### src/rtl/sprite_pkg.sv
// Shared sprite codes, pose/address helpers and the fixed palette for the sprite renderer.
package sprite_pkg;

  typedef enum logic [1:0] {
    DIR_LEFT  = 2'd0,
    DIR_RIGHT = 2'd1,
    DIR_UP    = 2'd2,
    DIR_DOWN  = 2'd3
  } dir_e;

  typedef enum logic [3:0] {
    ST_IDLE      = 4'd0,
    ST_CHOPPING  = 4'd1,
    ST_WALKING   = 4'd2,
    ST_RUNNING   = 4'd3,
    ST_CARRYING  = 4'd4,
    ST_ATTACKING = 4'd5,
    ST_HURT      = 4'd6,
    ST_DYING     = 4'd7,
    ST_DEAD      = 4'd8,
    ST_JUMPING   = 4'd9,
    ST_SITTING   = 4'd10
  } state_e;

  localparam int          POSE_W        = 6;
  localparam logic [11:0] OUTLINE_COLOR = 12'hF00;

  function automatic int pose_width();
    return POSE_W;
  endfunction

  // Address layout is {pose, frame, row, column}.
  function automatic int addr_width(input int num_frames, input int height, input int width);
    return pose_width() + $clog2(num_frames) + $clog2(height) + $clog2(width);
  endfunction

  function automatic logic [POSE_W-1:0] make_pose(input logic [3:0] state, input logic [1:0] dir);
    return {state, dir};
  endfunction

  // Fixed 8-bit index to 4:4:4 colour mapping: high nibble red, low nibble green, inverted low nibble blue.
  function automatic logic [11:0] palette_rgb(input logic [7:0] idx);
    return {idx, ~idx[3:0]};
  endfunction

endpackage

### src/rtl/sprite_palette.sv
// Registered 256-entry palette lookup: 8-bit colour index in, 12-bit RGB out one cycle later.
module sprite_palette
  import sprite_pkg::*;
(
  input  logic        pixel_clk_in,
  input  logic        rst_n_in,
  input  logic [7:0]  color_idx,
  output logic [11:0] rgb
);

  logic [11:0] palette_rom [256];

  generate
    for (genvar gi = 0; gi < 256; gi++) begin : g_rom
      assign palette_rom[gi] = palette_rgb(8'(gi));
    end
  endgenerate

  always_ff @(posedge pixel_clk_in or negedge rst_n_in) begin
    if (!rst_n_in) begin
      rgb <= '0;
    end else begin
      rgb <= palette_rom[color_idx];
    end
  end

endmodule

### src/rtl/multi_sprite_blob.sv
// Multi-sprite renderer: frame-synchronous shadows, per-sprite ROM addressing, priority composite.
// Build option: define SPRITE_OUTLINE_EN to draw a red border around every sprite box.
module multi_sprite_blob
  import sprite_pkg::*;
#(
  parameter int          NUM_SPRITES     = 2,
  parameter int          WIDTH           = 32,
  parameter int          HEIGHT          = 32,
  parameter int          NUM_FRAMES      = 2,
  parameter int          FRAME_PERIOD    = 8,
  parameter int          ROM_LAT         = 2,
  parameter logic [7:0]  TRANSPARENT_IDX = 8'h00,
  parameter logic [11:0] BG_COLOR        = 12'hFFF
) (
  input  logic                                                     pixel_clk_in,
  input  logic                                                     rst_n_in,
  input  logic                                                     vsync_in,
  input  logic [10:0]                                              hcount_in,
  input  logic [9:0]                                               vcount_in,
  input  logic [NUM_SPRITES*11-1:0]                                x_in,
  input  logic [NUM_SPRITES*10-1:0]                                y_in,
  input  logic [NUM_SPRITES*2-1:0]                                 dir_in,
  input  logic [NUM_SPRITES*4-1:0]                                 state_in,
  output logic [NUM_SPRITES*addr_width(NUM_FRAMES,HEIGHT,WIDTH)-1:0] rom_addr_out,
  input  logic [NUM_SPRITES*8-1:0]                                 rom_data_in,
  output logic [11:0]                                              pixel_out,
  output logic                                                     hit_out
);

  localparam int          XB        = $clog2(WIDTH);
  localparam int          YB        = $clog2(HEIGHT);
  localparam int          FB        = $clog2(NUM_FRAMES);
  localparam int          AW        = addr_width(NUM_FRAMES, HEIGHT, WIDTH);
  localparam logic [11:0] W12       = 12'(WIDTH);
  localparam logic [11:0] H12       = 12'(HEIGHT);
  localparam logic [15:0] TICK_LAST = 16'(FRAME_PERIOD - 1);

  logic        vs_prev_reg;
  logic        vs_edge_reg;
  logic [15:0] tick_reg;
  logic        tick_wrap;

  assign tick_wrap = vs_edge_reg && (tick_reg == TICK_LAST);

  // Edge history resets high so a vsync already high at release is not a new frame.
  always_ff @(posedge pixel_clk_in or negedge rst_n_in) begin
    if (!rst_n_in) begin
      vs_prev_reg <= 1'b1;
      vs_edge_reg <= 1'b0;
      tick_reg    <= '0;
    end else begin
      vs_prev_reg <= vsync_in;
      vs_edge_reg <= vsync_in & ~vs_prev_reg;
      if (vs_edge_reg) begin
        tick_reg <= tick_wrap ? '0 : tick_reg + 16'd1;
      end
    end
  end

  logic [11:0]            h12;
  logic [11:0]            v12;
  logic [NUM_SPRITES-1:0] opaque_d;

  assign h12 = {1'b0, hcount_in};
  assign v12 = {2'b00, vcount_in};

`ifdef SPRITE_OUTLINE_EN
  logic [NUM_SPRITES-1:0] border_d;
`endif

  generate
    for (genvar gi = 0; gi < NUM_SPRITES; gi++) begin : g_sprite
      logic [10:0]       x_reg;
      logic [9:0]        y_reg;
      logic [1:0]        dir_reg;
      logic [3:0]        state_reg;
      logic [FB-1:0]     frame_reg;
      logic [10:0]       x_new;
      logic [9:0]        y_new;
      logic [3:0]        state_new;
      logic              animate;
      logic [11:0]       x12;
      logic [11:0]       y12;
      logic [XB-1:0]     dx;
      logic [YB-1:0]     dy;
      logic              inbox_now;
      logic [AW-1:0]     addr_reg;
      logic [ROM_LAT:0]  inbox_pipe;

      assign x_new     = x_in[gi*11 +: 11];
      assign y_new     = y_in[gi*10 +: 10];
      assign state_new = state_in[gi*4 +: 4];
      // Movement is judged against the previous shadow, using the value being captured now.
      assign animate   = (x_new != x_reg) || (y_new != y_reg) || (state_new == 4'(ST_CHOPPING));

      always_ff @(posedge pixel_clk_in or negedge rst_n_in) begin
        if (!rst_n_in) begin
          x_reg     <= '0;
          y_reg     <= '0;
          dir_reg   <= '0;
          state_reg <= '0;
          frame_reg <= '0;
        end else if (vs_edge_reg) begin
          x_reg     <= x_new;
          y_reg     <= y_new;
          dir_reg   <= dir_in[gi*2 +: 2];
          state_reg <= state_new;
          if (tick_wrap) begin
            frame_reg <= animate ? frame_reg + FB'(1) : '0;
          end
        end
      end

      assign x12       = {1'b0, x_reg};
      assign y12       = {2'b00, y_reg};
      assign dx        = XB'(h12 - x12);
      assign dy        = YB'(v12 - y12);
      assign inbox_now = (h12 >= x12) && (h12 < x12 + W12) && (v12 >= y12) && (v12 < y12 + H12);

      always_ff @(posedge pixel_clk_in or negedge rst_n_in) begin
        if (!rst_n_in) begin
          addr_reg   <= '0;
          inbox_pipe <= '0;
        end else begin
          addr_reg   <= inbox_now ? {make_pose(state_reg, dir_reg), frame_reg, dy, dx} : '0;
          inbox_pipe <= {inbox_pipe[ROM_LAT-1:0], inbox_now};
        end
      end

      assign rom_addr_out[gi*AW +: AW] = addr_reg;

`ifdef SPRITE_OUTLINE_EN
      logic             border_now;
      logic [ROM_LAT:0] border_pipe;

      assign border_now = inbox_now && ((dx == '0) || (dx == XB'(WIDTH - 1)) ||
                                        (dy == '0) || (dy == YB'(HEIGHT - 1)));

      always_ff @(posedge pixel_clk_in or negedge rst_n_in) begin
        if (!rst_n_in) begin
          border_pipe <= '0;
        end else begin
          border_pipe <= {border_pipe[ROM_LAT-1:0], border_now};
        end
      end

      assign border_d[gi] = border_pipe[ROM_LAT];
      assign opaque_d[gi] = inbox_pipe[ROM_LAT] &&
                            (border_pipe[ROM_LAT] || (rom_data_in[gi*8 +: 8] != TRANSPARENT_IDX));
`else
      assign opaque_d[gi] = inbox_pipe[ROM_LAT] && (rom_data_in[gi*8 +: 8] != TRANSPARENT_IDX);
`endif
    end
  endgenerate

  logic [7:0]  win_idx;
  logic        win_hit;
  logic        hit_reg;
  logic [11:0] pal_rgb;

`ifdef SPRITE_OUTLINE_EN
  logic win_border;
  logic border_reg;
`endif

  // Walk from the highest index down so the lowest opaque sprite is the last to write.
  always_comb begin
    win_idx = TRANSPARENT_IDX;
    win_hit = 1'b0;
`ifdef SPRITE_OUTLINE_EN
    win_border = 1'b0;
`endif
    for (int s = NUM_SPRITES - 1; s >= 0; s--) begin
      if (opaque_d[s]) begin
        win_idx = rom_data_in[s*8 +: 8];
        win_hit = 1'b1;
`ifdef SPRITE_OUTLINE_EN
        win_border = border_d[s];
`endif
      end
    end
  end

  sprite_palette u_palette (
    .pixel_clk_in (pixel_clk_in),
    .rst_n_in     (rst_n_in),
    .color_idx    (win_idx),
    .rgb          (pal_rgb)
  );

  always_ff @(posedge pixel_clk_in or negedge rst_n_in) begin
    if (!rst_n_in) begin
      hit_reg <= 1'b0;
`ifdef SPRITE_OUTLINE_EN
      border_reg <= 1'b0;
`endif
    end else begin
      hit_reg <= win_hit;
`ifdef SPRITE_OUTLINE_EN
      border_reg <= win_border;
`endif
    end
  end

  assign hit_out = hit_reg;
`ifdef SPRITE_OUTLINE_EN
  assign pixel_out = !hit_reg ? BG_COLOR : (border_reg ? OUTLINE_COLOR : pal_rgb);
`else
  assign pixel_out = hit_reg ? pal_rgb : BG_COLOR;
`endif

endmodule

### config.mk
export PLATFORM = sky130hd
export DESIGN_NAME = multi_sprite_blob
export DESIGN_NICKNAME = d
export VERILOG_FILES = /design/src/rtl/sprite_pkg.sv /design/src/rtl/sprite_palette.sv /design/src/rtl/multi_sprite_blob.sv
export SDC_FILE = /design/constraint.sdc
export NUM_CORES = 1
export LEC_CHECK = 0
export ABC_AREA = 0
export CORE_UTILIZATION = 49
export CTS_BUF_LIST = sky130_fd_sc_hd__clkbuf_8
export DETAILED_ROUTE_END_ITERATION = 16
export PLACE_DENSITY = 0.79
export SYNTH_ARGS = -nofsm -noshare
export SYNTH_HDL_FRONTEND = slang
export SYNTH_SLANG_ARGS = --single-unit
### constraint.sdc
create_clock -name pixel_clk_in -period 2.3 [get_ports pixel_clk_in]
set_clock_uncertainty 0.15 [all_clocks]
set_input_delay 0.345 -clock pixel_clk_in [delete_from_list [all_inputs] [get_ports pixel_clk_in]]
set_output_delay 0.345 -clock pixel_clk_in [all_outputs]
set_load 0.03 [all_outputs]
==> results of run 1 <==
what timing repair did:
item | in CTS | in global routing
endpoints found under the setup margin | 36 | 49
buffers inserted | 4 | 2
hold buffers | 1 | 0
endpoints found under the hold margin | 36 | 0
gates cloned | 1 | 0
gates resized for setup | 7 | 15
pin swaps | 3 | 3
path summary, 6_finish.rpt:
check                                     startpoint                         to
max in group asynchronous                   rst_n_in       g_sprite[0].x_reg[9]
min in group asynchronous                   rst_n_in           u_palette.rgb[5]
setup reg to reg                g_sprite[0].x_reg[6]    g_sprite[0].addr_reg[5]
hold reg to reg            g_sprite[0].inbox_pipe[0]  g_sprite[0].inbox_pipe[1]
setup / recovery                g_sprite[0].x_reg[6]    g_sprite[0].addr_reg[5]
hold / removal                              vsync_in                vs_prev_reg
cells by family (layout without fill, tap and decap cells):
group                      count (synthesis)  after routing
AOI/OAI and AO/OA                        124            124
xor gates and xnor gates                  79             79
adders and majority gates                 73             73
buffers and inverters                     76            326
DFF                                      127            127
muxes                                     20             20
and+or+nand+nor                          231            231
cell type report:
type / instances / area (um^2) / share of cell area (%)
Multi-Input combinational cell: 527 / 3884 / 38.15
Tap cell: 184 / 230.2 / 2.262
Clock inverter: 14 / 176.4 / 1.733
Timing Repair Buffer: 237 / 2243 / 22.04
Inverter: 57 / 216.5 / 2.126
Clock buffer: 18 / 247.7 / 2.434
Sequential cell: 127 / 3182 / 31.26
through the flow:
step	util (%)	setup slack, ns	std cells	TNS [ns]
2_1_floorplan	-	-0.09078	730	-1.665
3_3_place_gp	66.02	-0.5970	1124	-18.89
3_5_place_dp	66.02	-0.6436	1124	-20.51
4_1_cts	69.55	-0.1632	1162	-4.838
5_1_grt	70.04	-0.2768	1164	-8.905
6_report	70.04	-0.1731	1164	-5.427
report_power, final:
group	leakage (nW)	switching [W]	internal, W
clock network	0.220	0.000868	0.00119
logic	2.83	0.00128	0.00128
registers	1.63	0.000216	0.00252
total	4.68	0.00236	0.00499
placed cells by master (no fill, tap or decap), drive strengths merged, types with 7 or more instances in the layout:
cell type and count:
nand4 13, xnor2 35, nor4 15, and2 14
and3 8, ha 69, o21ai 53, nand2 95
mux2 18, xor2 44, inv 61, buf 97
dfrtp 126, nand3 18, dlymetal6s2s 8, nor2 29
a21oi 31, clkdlybuf4s50 130, nand2b 12, clkbuf 18
nor2b 9, o21a 7, a21o 10
metal layers:
layer	vias to the layer above	part of all wire, %	global-route usage, %
met2	205	48	42.08
met1	2922	43	33.33
li1	2983	-	-
met5	-	0	0
met3	35	6.2	5.037
met4	0	2.8	11.90
worst max-delay path: cells and delay by family (launching register included):
kind / cells / cell delay [ns]
fa+ha+maj: 2 / 0.49
simple gates: 3 / 0.39
compound gates: 3 / 0.71
buf+inv: 1 / 0.14
flops: 1 / 0.38
xor+xnor: 1 / 0.13
==> results.ini, run 1 <==
[yosys]
syn-num-nets=897
synth-simple-area-share_pct=15.94
synthTopCellsByCount=126 x dfrtp_1, 95 x nand2_1, 69 x ha_1
ys_ff_latch=127
seq_area_frac_synth_pct=43.68
synth-compound-area-share_pct=10.59
synth_top_area_cell=dfrtp_1
synth_area_leaders=dfrtp_1 43%, ha_1 12%, xor2_1 5.3%, nand2_1 4.9%, xnor2_1 4.2%
muxShareOfSynthArea_pct=3.060
synth_top_area_share_pct=43.32
synth_area_um2=7278
async_flop_share_pct=100.0
postSynthAreaPerCell_um2=9.970
synth_adder_area_share_pct=12.96
synthXorXnorAreaFrac_pct=9.507
synth_most_common_cell=dfrtp_1
yosysWarnings=0
synth_edf_count=0
synth_top_family_by_area=simple AND/OR/NAND/NOR gates
netlist_instances=730
synthFlopType=dfrtp_1
yosysUniqueCellTypes=58

[clocking]
clock_latency_ns=0.44
clkSlewWorstSetupHoldPaths_ns=0.07
clock-root-buffer=clkbuf_8
cts.sinks=127
cts_tree=done
clockBufferDepth=2
cts-buffers-inserted=17
htree_levels=4

[timing]
slew_viol_final=0
maxClockFrequency_ghz=0.4043
hold_viol_final=0
post-route-period-util_pct=107.5
hold_slack_ns=0.1828
worstMarginPinSlew_ns=0.5896
setup_viol=36
rsz0062_at_grt=yes
max_slew_margin_pct=60.61
fin_crit_ns=2.473
layout_setup_ws_ns=-0.1731

[run_status]
outcome=finished with violations
violations=setup timing

[global_route]
grt_max_degree=97
grtUsageTotal_pct=25.90
overflow=0
grt_pass1_vias=6053
antenna_found_initial=0
grt_pass1_wl_mm=29.42

[drt]
wl_per_cell_um=15.91
route.detailed.drc=0
postRouteAntennaNets=0
drtIter0Drc=289
wl_mm=18.52
viasPerCell=5.279
drt_first_pass_iters=5
num_vias=6145

[pwr]
finalPower_w=0.007349
ir_drop_mv=0.3852
power.density_nw_per_um2=721.9
p_leak_nw=4.679

[layout]
fin_nets=1134
postLayoutCellArea_um2=10180
largest_reg_flops=34
nFillCells=1093
diodes=0
area_delta_synth_final_pct=39.87
drive_above_1_share_pct=18.16

[job]
drv_cap=0

[critical_path]
worstPathArrival_ns=2.69
ff2ff_setup_slack_ns=-0.17
path_max_fanout=9
worstSetupPathType=reg -> reg
path_cells=ha_2, and3_4, xnor2_2, ha_1, a21o_1, a221o_1, nand2_1, o211a_4, buf_12, nor3b_2
crit_path_max_incr_delay_ns=0.38
cp_data_required_time_ns=2.52
endpoint_kind=flop
r2r_cells=10
slowest_stage=dfrtp_1
critPathLaunchType=flop

[floorplanning]
die_area_um2=15350
initial_core_util_pct=50.08
io_pins=141
core_um2=14530
rows=44
die_height_um=123.9
die_w_um=123.9

[placement]
place_area_um2=9595
place.gp.congestion=0.8979
portBuffers=140
place_hpwl_mm=13.94

[hold_path]
worstHoldPathType=in -> reg
hold_depth=1

No activity file was read; power rests on OpenSTA's default activity.
==> inputs of run 2 (changes only) <==
--- a/config.mk
+++ b/config.mk
@@ -6,10 +6,12 @@
 export NUM_CORES = 1
 export LEC_CHECK = 0
 export ABC_AREA = 0
+export ABC_CLOCK_PERIOD_IN_PS = 2300
 export CORE_UTILIZATION = 49
 export CTS_BUF_LIST = sky130_fd_sc_hd__clkbuf_8
 export DETAILED_ROUTE_END_ITERATION = 16
 export PLACE_DENSITY = 0.79
+export SLEW_MARGIN = 20
 export SYNTH_ARGS = -nofsm -noshare
 export SYNTH_HDL_FRONTEND = slang
 export SYNTH_SLANG_ARGS = --single-unit
==> results of run 2 <==
Final layout, timing and power as in run 1 (identical DEF).
